--- src/rtl/key_event_gen.sv ---
// key_event_gen: two-button front end for the watch UI.
// Each raw active-low button is synchronized, debounced and timed; the block emits a
// one-cycle key_first pulse per accepted press and a key_long level while the button
// stays held past LONG_MS.
// Optional feature macro: KEY_REPEAT_EN (auto-repeat key_first pulses while in the long-hold phase).
module key_event_gen #(
    parameter int unsigned IN_CLK_HZ   = 50_000_000,
    parameter int unsigned DEBOUNCE_MS = 20,
    parameter int unsigned LONG_MS     = 1000,
    parameter int unsigned REPEAT_MS   = 200
) (
    input  logic clk,
    input  logic rst,
    input  logic key_n_1,
    input  logic key_n_2,
    output logic key_first_1,
    output logic key_first_2,
    output logic key_long_1,
    output logic key_long_2
);

    localparam int unsigned TICK_DIV = ((IN_CLK_HZ / 1000) > 1) ? (IN_CLK_HZ / 1000) : 1;
    localparam int unsigned PW       = (TICK_DIV > 1) ? $clog2(TICK_DIV) : 1;
    localparam int unsigned MAX_DL   = (DEBOUNCE_MS > LONG_MS) ? DEBOUNCE_MS : LONG_MS;
    localparam int unsigned MAX_P    = (MAX_DL > REPEAT_MS) ? MAX_DL : REPEAT_MS;
    localparam int unsigned CW       = $clog2(MAX_P) + 1;
    localparam int unsigned NKEYS    = 2;

    typedef enum logic [2:0] {
        S_IDLE      = 3'd0,
        S_DEB_PRESS = 3'd1,
        S_PRESSED   = 3'd2,
        S_LONG      = 3'd3,
        S_DEB_REL   = 3'd4
    } state_e;

    logic [PW-1:0]    pre_q, pre_d;
    logic             tick_c;
    logic [NKEYS-1:0] sync1_q, sync1_d;
    logic [NKEYS-1:0] sync2_q, sync2_d;
    logic [NKEYS-1:0] pressed_c;
    logic [NKEYS-1:0] first_v;
    logic [NKEYS-1:0] long_v;

    // Shared ms prescaler and two-flop input synchronizers (next-state)
    always_comb begin
        tick_c  = (pre_q == PW'(TICK_DIV - 1));
        pre_d   = tick_c ? '0 : pre_q + PW'(1);
        sync1_d = {key_n_2, key_n_1};
        sync2_d = sync1_q;
    end

    // Prescaler and synchronizer registers; synchronizers reset to "released"
    always_ff @(posedge clk) begin
        if (rst) begin
            pre_q   <= '0;
            sync1_q <= '1;
            sync2_q <= '1;
        end else begin
            pre_q   <= pre_d;
            sync1_q <= sync1_d;
            sync2_q <= sync2_d;
        end
    end

    assign pressed_c = ~sync2_q;

    for (genvar g = 0; g < NKEYS; g++) begin : g_key
        state_e        state_q, state_d;
        logic [CW-1:0] cnt_q, cnt_d;
        logic          first_q, first_d;
        logic          long_q, long_d;

        // Debounce / press-length FSM: next state, ms counter and event outputs
        always_comb begin
            state_d = state_q;
            cnt_d   = cnt_q;
            first_d = 1'b0;
            long_d  = 1'b0;
            case (state_q)
                S_IDLE: begin
                    if (pressed_c[g]) begin
                        state_d = S_DEB_PRESS;
                        cnt_d   = '0;
                    end
                end
                S_DEB_PRESS: begin
                    if (!pressed_c[g]) begin
                        state_d = S_IDLE;
                        cnt_d   = '0;
                    end else if (tick_c) begin
                        if (cnt_q == CW'(DEBOUNCE_MS - 1)) begin
                            state_d = S_PRESSED;
                            cnt_d   = '0;
                            first_d = 1'b1;
                        end else begin
                            cnt_d = cnt_q + CW'(1);
                        end
                    end
                end
                S_PRESSED: begin
                    if (!pressed_c[g]) begin
                        state_d = S_DEB_REL;
                        cnt_d   = '0;
                    end else if (tick_c) begin
                        if (cnt_q == CW'(LONG_MS - 1)) begin
                            state_d = S_LONG;
                            cnt_d   = '0;
                        end else begin
                            cnt_d = cnt_q + CW'(1);
                        end
                    end
                end
                S_LONG: begin
                    if (!pressed_c[g]) begin
                        state_d = S_DEB_REL;
                        cnt_d   = '0;
                    end else begin
`ifdef KEY_REPEAT_EN
                        if (tick_c) begin
                            if (cnt_q == CW'(REPEAT_MS - 1)) begin
                                cnt_d   = '0;
                                first_d = 1'b1;
                            end else begin
                                cnt_d = cnt_q + CW'(1);
                            end
                        end
`else
                        cnt_d = '0;
`endif
                    end
                end
                S_DEB_REL: begin
                    if (pressed_c[g]) begin
                        cnt_d = '0;
                    end else if (tick_c) begin
                        if (cnt_q == CW'(DEBOUNCE_MS - 1)) begin
                            state_d = S_IDLE;
                            cnt_d   = '0;
                        end else begin
                            cnt_d = cnt_q + CW'(1);
                        end
                    end
                end
                default: begin
                    state_d = S_IDLE;
                    cnt_d   = '0;
                end
            endcase
            long_d = (state_d == S_LONG);
        end

        // FSM and output registers
        always_ff @(posedge clk) begin
            if (rst) begin
                state_q <= S_IDLE;
                cnt_q   <= '0;
                first_q <= 1'b0;
                long_q  <= 1'b0;
            end else begin
                state_q <= state_d;
                cnt_q   <= cnt_d;
                first_q <= first_d;
                long_q  <= long_d;
            end
        end

        assign first_v[g] = first_q;
        assign long_v[g]  = long_q;
    end

    assign key_first_1 = first_v[0];
    assign key_first_2 = first_v[1];
    assign key_long_1  = long_v[0];
    assign key_long_2  = long_v[1];

endmodule

--- config.mk ---
export PLATFORM = sky130hd
export DESIGN_NAME = key_event_gen
export DESIGN_NICKNAME = d
export VERILOG_FILES = /design/src/rtl/key_event_gen.sv
export SDC_FILE = /design/constraint.sdc
export NUM_CORES = 1
export LEC_CHECK = 0
export ABC_CLOCK_PERIOD_IN_PS = 4100
export CAP_MARGIN = 20
export CORE_ASPECT_RATIO = 2
export CORE_UTILIZATION = 45
export CTS_BUF_LIST = sky130_fd_sc_hd__clkbuf_8
export CTS_CLUSTER_DIAMETER = 80
export DETAILED_ROUTE_END_ITERATION = 7
export MAX_ROUTING_LAYER = met4
export PLACE_DENSITY_LB_ADDON = 0.3
export SLEW_MARGIN = 0
export SYNTH_ARGS = -nofsm -noshare
export SYNTH_HDL_FRONTEND = slang
export SYNTH_SLANG_ARGS = --single-unit
--- constraint.sdc ---
create_clock -name clk -period 4.1 [get_ports clk]
set_input_delay 1.23 -clock clk [delete_from_list [all_inputs] [get_ports clk]]
set_output_delay 1.23 -clock clk [all_outputs]
set_load 0.005 [all_outputs]
==> results of run 1 <==
[worst paths after layout]
check,from,slack (ps),cells past startpoint,endpoint
hold / removal,sync1_q[1],420,1,sync2_q[1]
setup reg to reg,pre_q[0],1560,6,g_key[1].cnt_q[0]
setup / recovery,pre_q[0],1560,6,g_key[1].cnt_q[0]
hold reg to reg,sync1_q[1],420,1,sync2_q[1]
[through the flow]
stage	util (%)	setup slack (ps)	area [um^2]	cells	power, mW
2_1_floorplan	-	2060	2940	350	0.555
3_3_place_gp	48.0	1350	3030	423	0.566
3_5_place_dp	48.0	1310	3030	423	0.566
4_1_cts	49.6	1570	3130	429	0.905
5_1_grt	49.7	1360	3140	430	0.929
6_report	49.7	1560	3140	430	0.896
[sequential cells by signal (all words and copies together), names as in the netlist]
signal and cells:
g_key.cnt_q 22, pre_q 16, sync1_q 2, key_first_1 1, key_first_2 1, key_long_2 1, sync2_q 2, g_key.state_q 6
key_long_1 1
[logic make-up (layout without fill, tap and decap cells)]
logic type | after synthesis | after routing | synth area share (%)
AOI/OAI and AO/OA | 99 | 99 | 24.3
buffers and inverters | 32 | 26 | 4.72
DFF | 52 | 52 | 35.4
adders and majority gates | 3 | 3 | 1.28
and+or+nand+nor | 146 | 146 | 29.0
xor gates and xnor gates | 18 | 18 | 5.35
[power by group]
group | internal (mW) | switching [mW]
clock | 0.175 | 0.166
combinational | 0.0146 | 0.0219
sequential | 0.510 | 0.00784
total | 0.700 | 0.196
[critical path: cells and delay by family, from the launching register on]
kind | cells | cell delay, ps
adder cells (fa/ha/maj) | 1 | 220
AO/OA/AOI/OAI | 2 | 590
AND/OR/NAND/NOR | 3 | 1220
flip-flops | 1 | 370
[layout by cell type, fill, tap and decap left out, types with 6 or more instances in the layout]
cell             instances
nand3_1                 14
nand4_1                 11
o21ai_0                 16
dfxtp_1                 52
a211oi_1                19
nor3_1                   9
xor2_1                  11
a41oi_1                  6
nand2_1                 21
clkdlybuf4s50_1          7
xnor2_1                  7
and3_1                  10
inv_1                   11
a21oi_1                 21
nor2_1                  33
[layout make-up]
type | count | share of cell area, %
inverter | 11 | 1.32
multi-input combinational | 266 | 56.2
clock inverter | 1 | 0.957
tap | 86 | 3.43
timing repair buffer | 9 | 2.71
sequential | 52 | 33.2
clock buffer | 5 | 2.19
[routing by layer]
layer	GRT usage [%]	vias to the layer above	wire, um
met5	-	-	0
li1	-	1305	-
met2	38.0	54	3670
met1	22.2	1260	2660
met4	12.4	0	214
met3	3.10	17	167
==> summary.txt, run 1 <==
Placed design
  – Post-DP HPWL: slightly below 5000 um
  – PortBufs: 7
  – Routability congestion estimate: roughly 0.85

Synth
  – Area contributors post-synth: dfxtp_1, a211oi_1, nor2_1
  – Sequential share of the synthesized area: 35.4%
  – FF+latch count, synth: 52
  – Syn avg cell area: ~8.4 um^2
  – Cell variety after synth: 66
  – Cell count after synthesis: 350
  – Top FF cell, synth: dfxtp_1
  – Area fraction of the dominant cell type after synthesis: 35.4%
  – Warnings from Yosys: 0
  – Most numerous cell in the Yosys netlist: dfxtp_1
  – EDFF count, synth: 0
  – Mapped Nets: approximately 360
  – Post-synth ARST share: 0%
  – Synth top cells by count: dfxtp_1, nor2_1, a21oi_1, nand2_1, a211oi_1
  – Area leader, netlist: dfxtp_1
  – Mapped Area: 2940 um^2

Power
  – Power Density: 286 nW/um^2
  – Leak: 0.961 nW
  – Peak supply drop: between 0.00015 and 0.0002 V

Floorplanning
  – Initial Utilization: 46.7%
  – Area of the core: 6310 um^2
  – Die Y: 116 um
  – Row Count: 41
  – Die Width: roughly 59 um
  – DIE AREA: roughly 7000 um^2
  – Io pins: 8

Critical path
  – CP arrival: 2710 ps
  – Nature of the critical path endpoint: register
  – Worst Path Required: 4280 ps
  – Kind of critical path: register to register
  – Setup crit start kind: register
  – Worst path cell trace: ha_1, and3_1, nand4_1, and3_1, a2111oi_0, a2111oi_2
  – Maximum fanout along the worst path: 11
  – Crit path max-delay cell type: nand4_1
  – CP most frequent cell: and3_1
  – CP peak stage delay: 540 ps

STA
  – Final Hold Fails: 0
  – Peak Freq: 0.394 GHz
  – Fin Hold WS: between 400 and 500 ps
  – Clock period minus worst slack: 2540 ps
  – Final Max Slew Viols: 0
  – RSZ-0062 raised after global routing: no
  – Endpoints failing setup: 0
  – Setup skew after layout: 3.59 ps
  – Sum Neg Setup Slack: 0 ps
  – Crit share post-route: 61.9%
  – Worst-margin pin slew: 720 ps
  – Max_slew headroom: between 50 and 60%

Job
  – Max-cap violations: 0

Detailed routing
  – Drt pass-1 iters: 4
  – DRC: 0
  – Final antenna-violating net count: 0
  – Via count: 2636
  – Routed len/inst: 15.6 um
  – Via density: 6.13
  – Initial DRC Count: about 190
  – WL final: 6710 um

Clock network
  – CTS resizes: 0
  – Clk sinks: 52
  – CTS tree: done
  – # hold bufs at CTS: 0
  – Clk Latency, worst-skew pair: around 310 ps
  – Setup Fix Bufs, Post-CTS: 0
  – Clock Tree Root: clkbuf_8
  – CTS Buffer Depth: 2
  – Total CTS buffers: 5
  – Clock slew at reported path FFs: 90 ps
  – H-tree levels: 2

Finish
  – Multi-input gate area: 1760 um^2
  – Layout cells sized above 1: 9.01%
  – Fillers: between 600 and 700
  – Antenna diodes: 0
  – Nets: 352
  – Register area: between 1000 and 1500 um^2
  – Area delta synth->final: 6.59%

GRT
  – Initial antenna violation count: 0
  – Largest net degree at the start of global routing: 24
  – Global-route wire length before repair: 11300 um
  – Grt total ovfl: 0
  – Vias in the first global route: 2486
  – Total track usage: 21.7%

Min path
  – Worst Hold Class: register to register

Run status
  – Run status: complete, no violations
Power figures use the tool's default switching activity.
==> run 2, diff against run 1 <==
--- a/config.mk
+++ b/config.mk
@@ -5,7 +5,7 @@
 export SDC_FILE = /design/constraint.sdc
 export NUM_CORES = 1
 export LEC_CHECK = 0
-export ABC_CLOCK_PERIOD_IN_PS = 4100
+export ABC_CLOCK_PERIOD_IN_PS = 2400
 export CAP_MARGIN = 20
 export CORE_ASPECT_RATIO = 2
 export CORE_UTILIZATION = 45
==> constraint.sdc (replaced) <==
create_clock -name clk -period 2.4 [get_ports clk]
set_input_delay 0.72 -clock clk [delete_from_list [all_inputs] [get_ports clk]]
set_output_delay 0.72 -clock clk [all_outputs]
set_load 0.005 [all_outputs]
==> run 2 against run 1 <==
Net effect: final area is 3.1% higher; non-clock buffer count is 9 higher; sequential power grew 70%; clock skew rose by 11 ps; wire length increased by 2.0%; power up 77%; flip-flop and latch count stayed put; clock-buffer cell count is the same; critical path type unchanged; die area is the same; core utilization rose by 1.5 points; via count grew 2.1%; largest power group unchanged.
==> summary.txt, run 2 (synthesized netlist as in run 1, its figures left out) <==
Critical path
  – Nature of the critical path endpoint: register
  – CP Capture Point: g_key[1].state_q[0]
  – Worst reg2reg path depth: 6 (unchanged)
  – CP arrival: 2500 ps (-210 ps)
  – R2r startpoint: g_key[1].cnt_q[0]
  – Reg2Reg Capture Point: g_key[1].state_q[0]
  – Worst setup path startpoint: g_key[1].cnt_q[0]
  – Setup crit start kind: register
  – Kind of critical path: register to register
  – Worst Path Required: 2620 ps (-1660 ps)
  – FF-to-FF setup slack: 130 ps (-1440 ps)
  – Maximum fanout along the worst path: 7 (-4)

Placed design
  – Routability congestion estimate: 0.918 (+7.8%)
  – Post-DP HPWL: 5070 um (+3.8%)
  – Pre-CTS setup slack: 166 ps (-1140 ps)
  – Placed inst area: 3120 um^2 (+2.9%)
  – PortBufs: 7 (unchanged)
  – Post-Place Cells: 433 (+2.4%)

Finish
  – Post-route insts no fill: 441 (+2.6%)
  – Layout cells sized above 1: 11.8% (+2.8 points)
  – Fin area: 3230 um^2 (+3.1%)
  – Max reg flops: 22 (unchanged)
  – Register area: 1040 um^2 (unchanged)
  – Regs by FF count: g_key.cnt_q x22, pre_q x16, g_key.state_q x6
  – Nets: 361 (+2.6%)
  – Fillers: 626 (+2.1%)
  – Multi-input gate area: 1760 um^2 (unchanged)
  – Register bank with the most flops: g_key.cnt_q
  – Most common cell after layout, fill and taps aside: dfxtp_1
  – Fin util: 51.3% (+1.5 points)
  – Commonest non-fill, non-tap cells in the layout: dfxtp_1, nor2_1, nand2_1, a21oi_1, a211oi_1
  – Antenna diodes: 0 (unchanged)
  – Area delta synth->final: 9.86%

STA
  – Post-route worst setup slack: 127 ps (-1440 ps)
  – Crit share post-route: 94.7% (+33 points)
  – Final Hold Fails: 0 (unchanged)
  – Max_slew headroom: 61.8% (+11 points)
  – Endpoints failing setup: 0 (unchanged)
  – Peak Freq: 0.440 GHz (+12%)
  – Worst-margin pin slew: 571 ps (-149 ps)
  – Fin Hold WS: 420 ps (+2.51 ps)
  – Clock period minus worst slack: 2270 ps (-265 ps)
  – RSZ-0062 raised after global routing: no
  – Setup skew after layout: 14.4 ps (+10.8 ps)
  – Final Max Slew Viols: 0 (unchanged)
  – Sum Neg Setup Slack: 0 ps (unchanged)

Floorplanning
  – Initial Utilization: 46.7% (unchanged)
  – Row Count: 41 (unchanged)
  – Die Y: 116 um (unchanged)
  – Area of the core: 6310 um^2 (unchanged)
  – Io pins: 8 (unchanged)
  – DIE AREA: 6890 um^2 (unchanged)
  – Die Width: 59.2 um (unchanged)

Detailed routing
  – DRC: 0 (unchanged)
  – Final antenna-violating net count: 0 (unchanged)
  – Drt pass-1 iters: 4 (unchanged)
  – Routed len/inst: 15.5 um (-0.56%)
  – Via count: 2691 (+2.1%)
  – Initial DRC Count: 130 (-31%)
  – WL final: 6840 um (+2.0%)
  – Via density: 6.10 (-0.46%)

Clock network
  – Clk sinks: 52 (unchanged)
  – CTS Buffer Depth: 2 (unchanged)
  – CTS resizes: 0 (unchanged)
  – Setup Fix Bufs, Post-CTS: 0 (unchanged)
  – Clock slew at reported path FFs: 110 ps (+20 ps)
  – Clock Tree Root: clkbuf_8
  – Clk Latency, worst-skew pair: 320 ps (about the same)
  – CTS tree: done
  – Total CTS buffers: 5 (unchanged)
  – H-tree levels: 2 (unchanged)
  – # hold bufs at CTS: 0 (unchanged)

GRT
  – Vias in the first global route: 2557 (+2.9%)
  – Largest net degree at the start of global routing: 23 (-4.2%)
  – Grt total ovfl: 0 (unchanged)
  – GRT busiest layer: met2
  – Global Route met1 Usage: 21.7% (-0.48 points)
  – Met3 Resource Use GR: 3.21% (+0.11 points)
  – Global-route wire length before repair: 11400 um (+0.79%)
  – Total track usage: 22.0% (+0.32 points)
  – Met2 usage: 39.5% (+1.5 points)
  – Initial antenna violation count: 0 (unchanged)

Power
  – Switching power total: 0.366 mW (+86%)
  – Clk network pwr share: 39.5% (+1.4 points)
  – Net Sw Frac: 23.1% (+1.2 points)
  – Peak supply drop: 0.000407 V (+120%)
  – Power Density: 490 nW/um^2 (+71%)
  – Leak: 1.02 nW (+5.8%)
  – Logic pwr share: 4.8% (+0.7 points)
  – P_int: 1.22 mW (+74%)
  – Final Power: 1.58 mW (+77%)
  – Reg power frac: 55.7% (-2.1 points)

Job
  – Max-cap violations: 0 (unchanged)

Run status
  – Run status: complete, no violations

Min path
  – Worst Hold Class: register to register
## run 2: cell type report
type                    count  area share (%)
clock buffers               5            2.13
clock inverters             3            1.43
inverters                  11            1.28
multi-input cells         266            54.5
flip-flops and latches     52            32.2
well taps                  86            3.33
repair buffers             18            5.11
## run 2: power by group through the flow
stage | clock (mW) | combinational [mW] | sequential [mW]
after floorplan | 0 | 0.0511 | 0.897
after global placement | 0 | 0.0747 | 0.902
after detailed placement | 0 | 0.0755 | 0.902
after CTS | 0.646 | 0.0756 | 0.882
after global routing | 0.684 | 0.0827 | 0.884
final | 0.626 | 0.0756 | 0.882
## run 2: how the worst min path moves through the flow
stage	cells after the start	slack (ps)	end	start
floorplan	1	390	sync2_q[0]	sync1_q[0]
global placement	1	400	sync2_q[1]	sync1_q[1]
detailed placement	1	400	sync2_q[1]	sync1_q[1]
CTS	1	430	sync2_q[1]	sync1_q[1]
global route	1	440	sync2_q[0]	sync1_q[0]
finish	1	420	sync2_q[1]	sync1_q[1]
## run 2: per-layer routing
layer	vias to the layer above	share of wire [%]
met1	1275	39
met5	-	0
met2	70	54
met4	0	4.0
li1	1326	-
met3	20	3.0
## run 2: critical path, cell delays in order (launching register included)
cell and delay [ps]:
dfxtp_1 450, ha_1 210, or4b_4 480, nor4_4 420, and2_2 230, o21ai_0 180, and3_1 230
==> run 3, diff against run 2 <==
--- a/config.mk
+++ b/config.mk
@@ -10,7 +10,6 @@
 export CORE_ASPECT_RATIO = 2
 export CORE_UTILIZATION = 45
 export CTS_BUF_LIST = sky130_fd_sc_hd__clkbuf_8
-export CTS_CLUSTER_DIAMETER = 80
 export DETAILED_ROUTE_END_ITERATION = 7
 export MAX_ROUTING_LAYER = met4
 export PLACE_DENSITY_LB_ADDON = 0.3
==> results of run 3 <==
Final layout, timing and power as in run 2 (identical DEF).
